[src/rtl/mac_sequencer.sv]
// Multiply-accumulate sequencer: one shared 8-bit adder performs the
// eight shift-add multiply passes and then the accumulate pass.
module mac_sequencer #(
    parameter logic [7:0] ACC_INIT = 8'd0
) (
    input  logic       clk,
    input  logic       rst,
    input  logic       in_valid,
    output logic       in_ready,
    input  logic [7:0] in_a,
    input  logic [7:0] in_b,
    input  logic       clear,
    output logic       out_valid,
    input  logic       out_ready,
    output logic [7:0] acc_out,
    output logic       busy
);

    localparam logic [1:0] S_IDLE = 2'd0;
    localparam logic [1:0] S_MUL  = 2'd1;
    localparam logic [1:0] S_ACC  = 2'd2;
    localparam logic [1:0] S_DONE = 2'd3;

    logic [1:0] state;
    logic [7:0] acc;
    logic [7:0] p;
    logic [7:0] m;
    logic [7:0] q;
    logic [2:0] cnt;

    logic [7:0] add_x;
    logic [7:0] add_y;
    logic [7:0] sum;

    logic       accept;
    logic       mul_last;

    // Single adder; its operand pair is selected by the current state.
    always_comb begin
        add_x = p;
        add_y = m;
        if (state == S_ACC) begin
            add_x = acc;
            add_y = p;
        end
    end

    assign sum      = add_x + add_y;
    assign accept   = (state == S_IDLE) && in_valid;
    assign mul_last = (state == S_MUL) && (cnt == 3'd7);

    always_ff @(posedge clk or posedge rst) begin
        if (rst) begin
            state <= S_IDLE;
        end else begin
            unique case (state)
                S_IDLE: if (in_valid) state <= S_MUL;
                S_MUL:  if (mul_last) state <= S_ACC;
                S_ACC:  state <= S_DONE;
                S_DONE: if (out_ready) state <= S_IDLE;
                default: state <= S_IDLE;
            endcase
        end
    end

    always_ff @(posedge clk or posedge rst) begin
        if (rst) begin
            acc <= ACC_INIT;
        end else if (state == S_IDLE && clear) begin
            acc <= 8'd0;
        end else if (state == S_ACC) begin
            acc <= sum;
        end
    end

    always_ff @(posedge clk or posedge rst) begin
        if (rst) begin
            p   <= 8'd0;
            m   <= 8'd0;
            q   <= 8'd0;
            cnt <= 3'd0;
        end else if (accept) begin
            p   <= 8'd0;
            m   <= in_a;
            q   <= in_b;
            cnt <= 3'd0;
        end else if (state == S_MUL) begin
            // Fixed eight passes; no early exit when q runs out of ones.
            if (q[0]) p <= sum;
            m   <= {m[6:0], 1'b0};
            q   <= {1'b0, q[7:1]};
            cnt <= cnt + 3'd1;
        end
    end

    assign in_ready  = (state == S_IDLE);
    assign out_valid = (state == S_DONE);
    assign busy      = (state != S_IDLE);
    assign acc_out   = acc;

endmodule

[config.mk]
export PLATFORM = sky130hd
export DESIGN_NAME = mac_sequencer
export DESIGN_NICKNAME = d
export VERILOG_FILES = /design/src/rtl/mac_sequencer.sv
export SDC_FILE = /design/constraint.sdc
export NUM_CORES = 1
export LEC_CHECK = 0
export ABC_AREA = 0
export CORE_ASPECT_RATIO = 0.75
export CORE_MARGIN = 2
export CORE_UTILIZATION = 50
export CTS_CLUSTER_SIZE = 30
export DETAILED_ROUTE_END_ITERATION = 12
export PLACE_DENSITY = 0.74
export SYNTH_ARGS = -nofsm -noshare
export SYNTH_HDL_FRONTEND = slang
export SYNTH_SLANG_ARGS = --single-unit
[constraint.sdc]
create_clock -name clk -period 3.65 [get_ports clk]
set_input_delay 0.73 -clock clk [delete_from_list [all_inputs] [get_ports clk]]
set_output_delay 0.73 -clock clk [all_outputs]
set_load 0.005 [all_outputs]
* Word level (Yosys, flattened, before mapping)
Cells that the tools add are included.
** Operators by class
- Reduce and logical (&&, ||, !) cells :: 10
- Equal/unequal tests :: 7
- $add $sub $neg :: 2
- Mux-type cells :: 17
** Operators with widths (number)
- two-way mux 8 bit :: 11
- adder 8 bit :: 1
- one-hot mux 2 bit (4 select lines) :: 1
- nonzero test 2 bit :: 4
- two-way mux 2 bit :: 3
- two-way mux 3 bit :: 2
- == test 2 bit (second input constant) :: 2
- inequality test 2 bit (second input constant) :: 2
- adder 3 x 1 -> 3 bit (second input constant) :: 1
- == test 3 bit (second input constant) :: 1
- logical AND 1 bit :: 3
- AND reduction 3 bit :: 1
- == test 2 x 1 -> 1 bit (second input constant) :: 1
- zero test 2 bit :: 1
- inequality test 2 x 1 -> 1 bit (second input constant) :: 1
- AND reduction 2 bit :: 1
** Word-level totals
- Bits of input ports :: 21
- Register bits after elaboration :: 37

* Logic depth before layout (Yosys ltp)
Gate-level depths: netlist (run 1).
- Depth after elaboration :: 6
- Gate-level depth with buffers :: 12
- Mapped depth without buffers :: 10

* Least setup slack after synthesis (run 1)
OpenSTA, ideal clock, no wires.
- Path type :: flip-flop to flip-flop
- Start :: register state[0]
- End :: register acc[6] (netlist: acc_out[6])
- Cell stages (with the launch flop) :: 13
- Clock period less this slack :: 2.810 ns
- Data arrival time :: 2.670 ns
- Slack :: 0.840 ns
- Setup time :: 0.140 ns
- Path through :: dfrtp_1 -> inv_1 -> ha_1 -> buf_2 -> buf_2 -> mux2_2 -> ha_1 -> fa_1 -> a21o_1 -> a21oi_1 -> o21ai_0 -> nand4b_1 -> o211ai_1
** Between the ends
- Cells in the longest elaborated chain, start to end :: 5
- Elaborated cells between the ends (all ways) :: 9
** RTL lines
- start, declared :: line 24 : logic [1:0] state;
- start signal, assigned :: line 54 : state <= S_IDLE;
- start signal, assigned :: line 57 : S_IDLE: if (in_valid) state <= S_MUL;
- start signal, assigned :: line 58 : S_MUL: if (mul_last) state <= S_ACC;
- == test 2 bit :: line 42, 71
- two-way mux 8 bit :: line 42 : if (state == S_ACC) begin
- adder 8 bit :: line 48 : assign sum = add_x + add_y;
- two-way mux 8 bit :: line 71 : end else if (state == S_ACC) begin
- two-way mux 8 bit :: line 69 : end else if (state == S_IDLE && clear) begin
- end signal, assigned :: line 72 : acc <= sum;
- end, declared :: line 25 : logic [7:0] acc;
Several ways; a longest one is shown, not always the timed one. The select of a mux whose other input is x is not followed.
A chain may end at the register's enable or synchronous reset.

* Worst setup path in the final report (run 1)
Ends and elaborated chain as after synthesis.

==> key figures, run 1 <==
Worst setup path
  – Worst setup EP type: flip-flop
  – Crit path max fanout: 13
  – Crit path kind: reg2reg
  – Worst Path Required: around 3.8 ns
  – WP data arrival: around 3.2 ns
  – CP startpoint kind: flip-flop

Global route
  – Number of global-route vias before repair: 1632
  – Initial antenna violation count: 0
  – Largest net degree at the start of global routing: 38
  – Remaining global-route overflow: 0
  – GRT Resource Usage Total: 21.1%
  – First-pass GRT wire length: 7820 µm

Cells and area
  – Most common cell after layout, fill and taps aside: dfrtp_1
  – Syn-to-layout area delta: 22.0%
  – Final core occ: between 60% and 70%
  – Layout cell share with drive strength beyond 1: 12.0%
  – Diodes inserted: 0
  – Fin cells: 314
  – Commonest cells after routing, fill and taps aside: dfrtp_1 (37), clkdlybuf4s50_1 (31), nor2_1 (27)
  – Fill cells: 348
  – Nets: 294

Logic synthesis
  – Post-synthesis sequential area ratio: 42.3%
  – Synth Cell Area: 2190 µm²
  – Synth area leader: dfrtp_1
  – Mapped Cells: 225
  – Top cell type's share of synthesized area: roughly 42%
  – Syn_area_per_cell: ~9.7 µm²
  – Synth Warn #: 0
  – FF+latch count, synth: 37
  – Top post-synthesis cells by area: dfrtp_1 (42%), mux2i_1 (9.1%), ha_1 (8.0%)
  – Syn Nets: 261
  – Post-synth cell types: 33

STA
  – Fin. max-slew vios: 0
  – Clock Skews: 0.00347 ns
  – Final Critical Period: ~3.0 ns
  – Final number of hold-violating endpoints: 0
  – Max Clock Freq: around 330 MHz
  – RSZ-0062 raised after global routing: false
  – Worst slew margin: 51.8%
  – Fin crit share: 83.0%
  – Final setup viols: 0
  – Setup TNS: 0 ns
  – Hold_ws: 0.533 ns
  – Worst Tran Pin Value: 0.723 ns

Routing
  – Final ANT Viol Nets: 0
  – Via density: 5.50
  – Pre-antenna DRT Iters: 4
  – Residual DRC: 0
  – WL/cell: around 15 µm
  – Iter 0 DRT Violations: 98
  – Vias: 1728
  – Drt total wl: 4690 µm

Clock network
  – CTS Sinks: 37
  – Hold_buf cts: 0
  – # H-tree levels: 2
  – CTS tree: built
  – Cts bufs inserted: 5
  – Clk buf depth: 2
  – Clk_lat worst skew: 0.28 ns
  – Post-cts resize count: 0
  – Post-CTS setup buffer count: 0
  – Worst-path clk slew: about 0.07 ns
  – Clock Tree Root: clkbuf_8

Pwr
  – Final Power: 0.00257 W
  – P_leak: 1.22 nW
  – Pwr dens: 961 nW/µm²
  – Worst VDD drop: 498 µV

Floorplan
  – Initial core utilization: 53.0%
  – Core Region: 4130 µm²
  – Row cnt: 20
  – Area of the die: 4930 µm²
  – Die height: about 61 µm
  – Ports: 32
  – Die width: 80.4 µm

Placement
  – Post-DP HPWL: 3400 µm
  – Placed cell count: 306
  – Port Buf Inserts: 31
  – Final GP Congestion: 0.858

Hold path
  – Worst hold path type: reg2reg

Flow run
  – Max Cap Viol: 0

Status
  – Run status: finished, final reports clean
## worst paths after layout
| check | start | endpoint | slack, ns | cells past startpoint |
|---|---|---|---|---|
| max | state[0]$_DFFE_PP0P_ | acc_out[6]$_DFFE_PP0P_ | 0.62 | 10 |
| min | cnt[1]$_DFFE_PP0P_ | cnt[1]$_DFFE_PP0P_ | 0.53 | 2 |
| max reg2reg | state[0]$_DFFE_PP0P_ | acc_out[6]$_DFFE_PP0P_ | 0.62 | 10 |
| min reg2reg | cnt[1]$_DFFE_PP0P_ | cnt[1]$_DFFE_PP0P_ | 0.53 | 2 |
| max in group asynchronous | rst | q[1]$_DFFE_PP0P_ | 2.45 | 3 |
| min in group asynchronous | rst | p[0]$_DFFE_PP0P_ | 0.86 | 3 |
## sequential cells by signal, summed over array words and instances, names as in the netlist
register,count
p,8
m,8
cnt,3
q,8
acc_out,8
state,2
## metrics by stage
stage,worst slack [ns],instance area (µm²)
detailed placement,0.646,2570
global route,0.406,2670
floorplan,0.840,2190
global placement,0.735,2570
finish,0.621,2670
CTS,0.620,2670
## metal layers
metal  wire length (µm)  global-route usage (%)  share of wire [%]  vias up
li1                   -                       -                  -      851
met1               2270                    30.6                 48      824
met2               2140                    32.0                 46       47
met3                224                    4.40                4.8        6
met4                 59                    7.02                1.3        0
met5                  0                       0                  0        -
## cell type report
cell class	instances	area, µm²	share of cell area [%]
clock inverter	1	5.00	0.187
tap	55	68.8	2.58
sequential	37	926	34.7
clock buffer	7	96.3	3.61
inverter	8	30.0	1.12
multi-input combinational	168	1180	44.2
timing repair buffer	38	363	13.6
## cells by family after synthesis
group	synth area share [%]
DFF	42.3
muxes	16.4
adders and majority gates	8.92
AOI/OAI and AO/OA	11.5
and+or+nand+nor	14.4
buffers and inverters	3.72
xor gates and xnor gates	2.80
## power by group
part / internal [W] / total (W) / switching [W] / leakage [nW]
Combinational: 0.000724 / 0.00151 / 0.000784 / 0.710
Sequential: 0.000598 / 0.000740 / 0.000142 / 0.452
Clock: 0.000171 / 0.000317 / 0.000146 / 0.0542
Total: 0.00149 / 0.00257 / 0.00107 / 1.22
## critical path, cell delays in order, from the launching register on
cell	delay [ns]
dfrtp_1	0.41
inv_1	0.12
ha_1	0.51
mux2_2	0.40
ha_1	0.23
fa_1	0.41
a21o_1	0.19
a21oi_1	0.20
o21ai_0	0.20
nand4b_1	0.14
o211ai_1	0.09
## cells in the mapped netlist (all sizes together)
| library cell | n |
|---|---|
| o211a | 1 |
| mux2 | 14 |
| a211oi | 2 |
| nor3 | 2 |
| xnor2 | 3 |
| and4 | 1 |
| nand3b | 2 |
| nor2 | 27 |
| o211ai | 2 |
| ha | 14 |
| nand4b | 3 |
| a21oi | 22 |
| mux2i | 20 |
| nand3 | 3 |
| nor4b | 1 |
| clkbuf | 6 |
| buf | 6 |
| fa | 1 |
| xor2 | 4 |
| nor4 | 1 |
| and2 | 3 |
| a31oi | 3 |
| a222oi | 1 |
| a31o | 1 |
| o21ai | 6 |
| a21o | 3 |
| o22ai | 2 |
| inv | 8 |
| dfrtp | 37 |
| nand2 | 26 |
Note: power is estimated with default switching activity, not from simulation.
==> run 2, diff against run 1 <==
Clock period 3.65 ns to 2.96 ns, I/O delays scaled along.
==> run 2 against run 1 <==
Net effect:
- power rose by 22%
- maximum frequency rose by 8.8%
- via count fell by 0.52%
- routed wire length fell by 0.45%
- cell count fell by 0.32%
==> key figures, run 2 (same netlist as run 1, synthesis figures left out) <==
Cells and area
  – Commonest cells after routing, fill and taps aside: dfrtp_1 (37), clkdlybuf4s50_1 (31), nor2_1 (27)
  – Design area: 2650 µm²
  – Most common cell after layout, fill and taps aside: dfrtp_1
  – Layout cell share with drive strength beyond 1: 12.0%
  – Syn-to-layout area delta: 21.3%
  – Diodes inserted: 0
  – Nets: about 300

Global route
  – First-pass GRT wire length: 8030 µm
  – Initial antenna violation count: 0
  – Number of global-route vias before repair: 1686
  – GRT Resource Usage Total: between 20% and 30%
  – Gr busiest metal: met2
  – Remaining global-route overflow: 0
  – Met3 Usage GRT: 4.84%
  – Largest net degree at the start of global routing: 38
  – Routing usage on met1: between 30% and 40%
  – GR Layer Usage met2: 32.9%

Floorplan
  – Core Region: 4130 µm²
  – Row cnt: 20
  – Area of the die: 4930 µm²
  – Die width: 80.4 µm
  – Ports: 32
  – Die height: 61.3 µm
  – Initial core utilization: 53.0%

Routing
  – Vias: 1719
  – WL/cell: ~15 µm
  – Pre-antenna DRT Iters: 4
  – Final ANT Viol Nets: 0
  – Residual DRC: 0
  – Via density: 5.49
  – Drt total wl: ~4700 µm
  – Iter 0 DRT Violations: 87

STA
  – Final setup viols: 0
  – Fin. max-slew vios: 0
  – Worst Tran Pin Value: 0.531 ns
  – Final Critical Period: 2.78 ns
  – Max Clock Freq: around 360 MHz
  – Clock Skews: 0.00311 ns
  – Fin crit share: a little over nine tenths
  – RSZ-0062 raised after global routing: false
  – Final number of hold-violating endpoints: 0
  – Worst slew margin: around 65%
  – Setup TNS: 0 ns

Placement
  – Post-DP HPWL: 3330 µm
  – Port Buf Inserts: 31
  – Placed Area: about 2600 µm²
  – Final GP Congestion: 0.834

Worst setup path
  – Worst Path Required: between 3 and 4 ns
  – Crit path max fanout: 14
  – WP data arrival: 2.95 ns
  – Crit path kind: reg2reg
  – Slowest CP cell: ha_1
  – Critical path, cell by cell: inv_1, ha_2, buf_6, mux2_2, ha_1, a21o_1, a31o_2, a21oi_1, xor2_1, o22ai_1
  – CP peak stage delay: 0.41 ns
  – Worst setup EP type: flip-flop
  – CP startpoint kind: flip-flop

Pwr
  – P_int: 0.00179 W
  – Flop pwr share: between 20% and 30%
  – Clock share of power: 11.2%
  – Combinational share of power: between 50% and 60%
  – NetSw: around 0.0013 W
  – Switch share: 42.7%
  – Worst VDD drop: between 700 and 800 µV
  – P_leak: 1.20 nW
  – Pwr dens: ~1200 nW/µm²
  – Final Power: 0.00312 W

Clock network
  – Clk_lat worst skew: 0.30 ns
  – CTS Sinks: 37
  – # H-tree levels: 2
  – CTS tree: built
  – Worst-path clk slew: 0.07 ns
  – Clock Tree Root: clkbuf_8
  – Clk buf depth: 2
  – Cts bufs inserted: 5
  – Hold_buf cts: 0

Hold path
  – Worst hold path type: reg2reg

Flow run
  – Max Cap Viol: 0

Status
  – Run status: finished, final reports clean
-- run 2: power by group through the flow --
stage,Sequential (W),Clock (W),Combinational [W]
final,0.000917,0.000349,0.00186
after floorplan,0.000867,0,0.00139
after detailed placement,0.000921,0,0.00183
after global placement,0.000919,0,0.00180
after global routing,0.000949,0.000388,0.00208
after CTS,0.000915,0.000363,0.00184
-- run 2: through the flow --
stage / instances / util, % / hold WS, ns / setup slack, ns
after floorplan: 225 / - / 0.479 / 0.150
after global placement: 305 / 62.0 / 0.505 / 0.228
after detailed placement: 305 / 62.0 / 0.506 / 0.132
after CTS: 313 / 64.1 / 0.527 / 0.102
after global routing: 313 / 64.3 / 0.586 / 0.0311
final: 313 / 64.3 / 0.520 / 0.176
-- run 2: per-layer routing --
layer  up-vias  share of wire [%]
met5         -                  0
met3        12                5.9
met1       807                 50
met4         0                2.4
met2        52                 42
li1        848                  -
-- run 2: worst max-delay path, delay by kind of cell (launching register included) --
| kind | cells | cell delay [ns] |
|---|---|---|
| compound gates | 4 | 0.67 |
| fa+ha+maj | 2 | 0.67 |
| flops | 1 | 0.40 |
| mux | 1 | 0.35 |
| buf+inv | 2 | 0.33 |
| xor+xnor | 1 | 0.23 |
-- run 2: path summary, 6_finish.rpt --
check / from / endpoint / slack [ns] / depth (start not counted)
min in group asynchronous: rst / q[7]$_DFFE_PP0P_ / 0.70 / 3
min reg2reg: q[7]$_DFFE_PP0P_ / q[7]$_DFFE_PP0P_ / 0.52 / 2
max: state[0]$_DFFE_PP0P_ / acc_out[7]$_DFFE_PP0P_ / 0.18 / 10
max in group asynchronous: rst / acc_out[5]$_DFFE_PP0P_ / 1.93 / 3
max reg2reg: state[0]$_DFFE_PP0P_ / acc_out[7]$_DFFE_PP0P_ / 0.18 / 10
min: q[7]$_DFFE_PP0P_ / q[7]$_DFFE_PP0P_ / 0.52 / 2
-- run 2: final cells by class --
cell class / instances / area, µm²
Tap cell: 55 / 68.8
Inverter: 8 / 30.0
Timing Repair Buffer: 37 / 359
Fill cell: 345 / 1480
Clock buffer: 5 / 68.8
Multi-Input combinational cell: 168 / 1180
Sequential cell: 37 / 926
Clock inverter: 3 / 17.5
-- run 2: what timing repair did --
action,in CTS,in global routing
buffers inserted,0,0
resized for setup,0,2
setup endpoints to repair,0,4
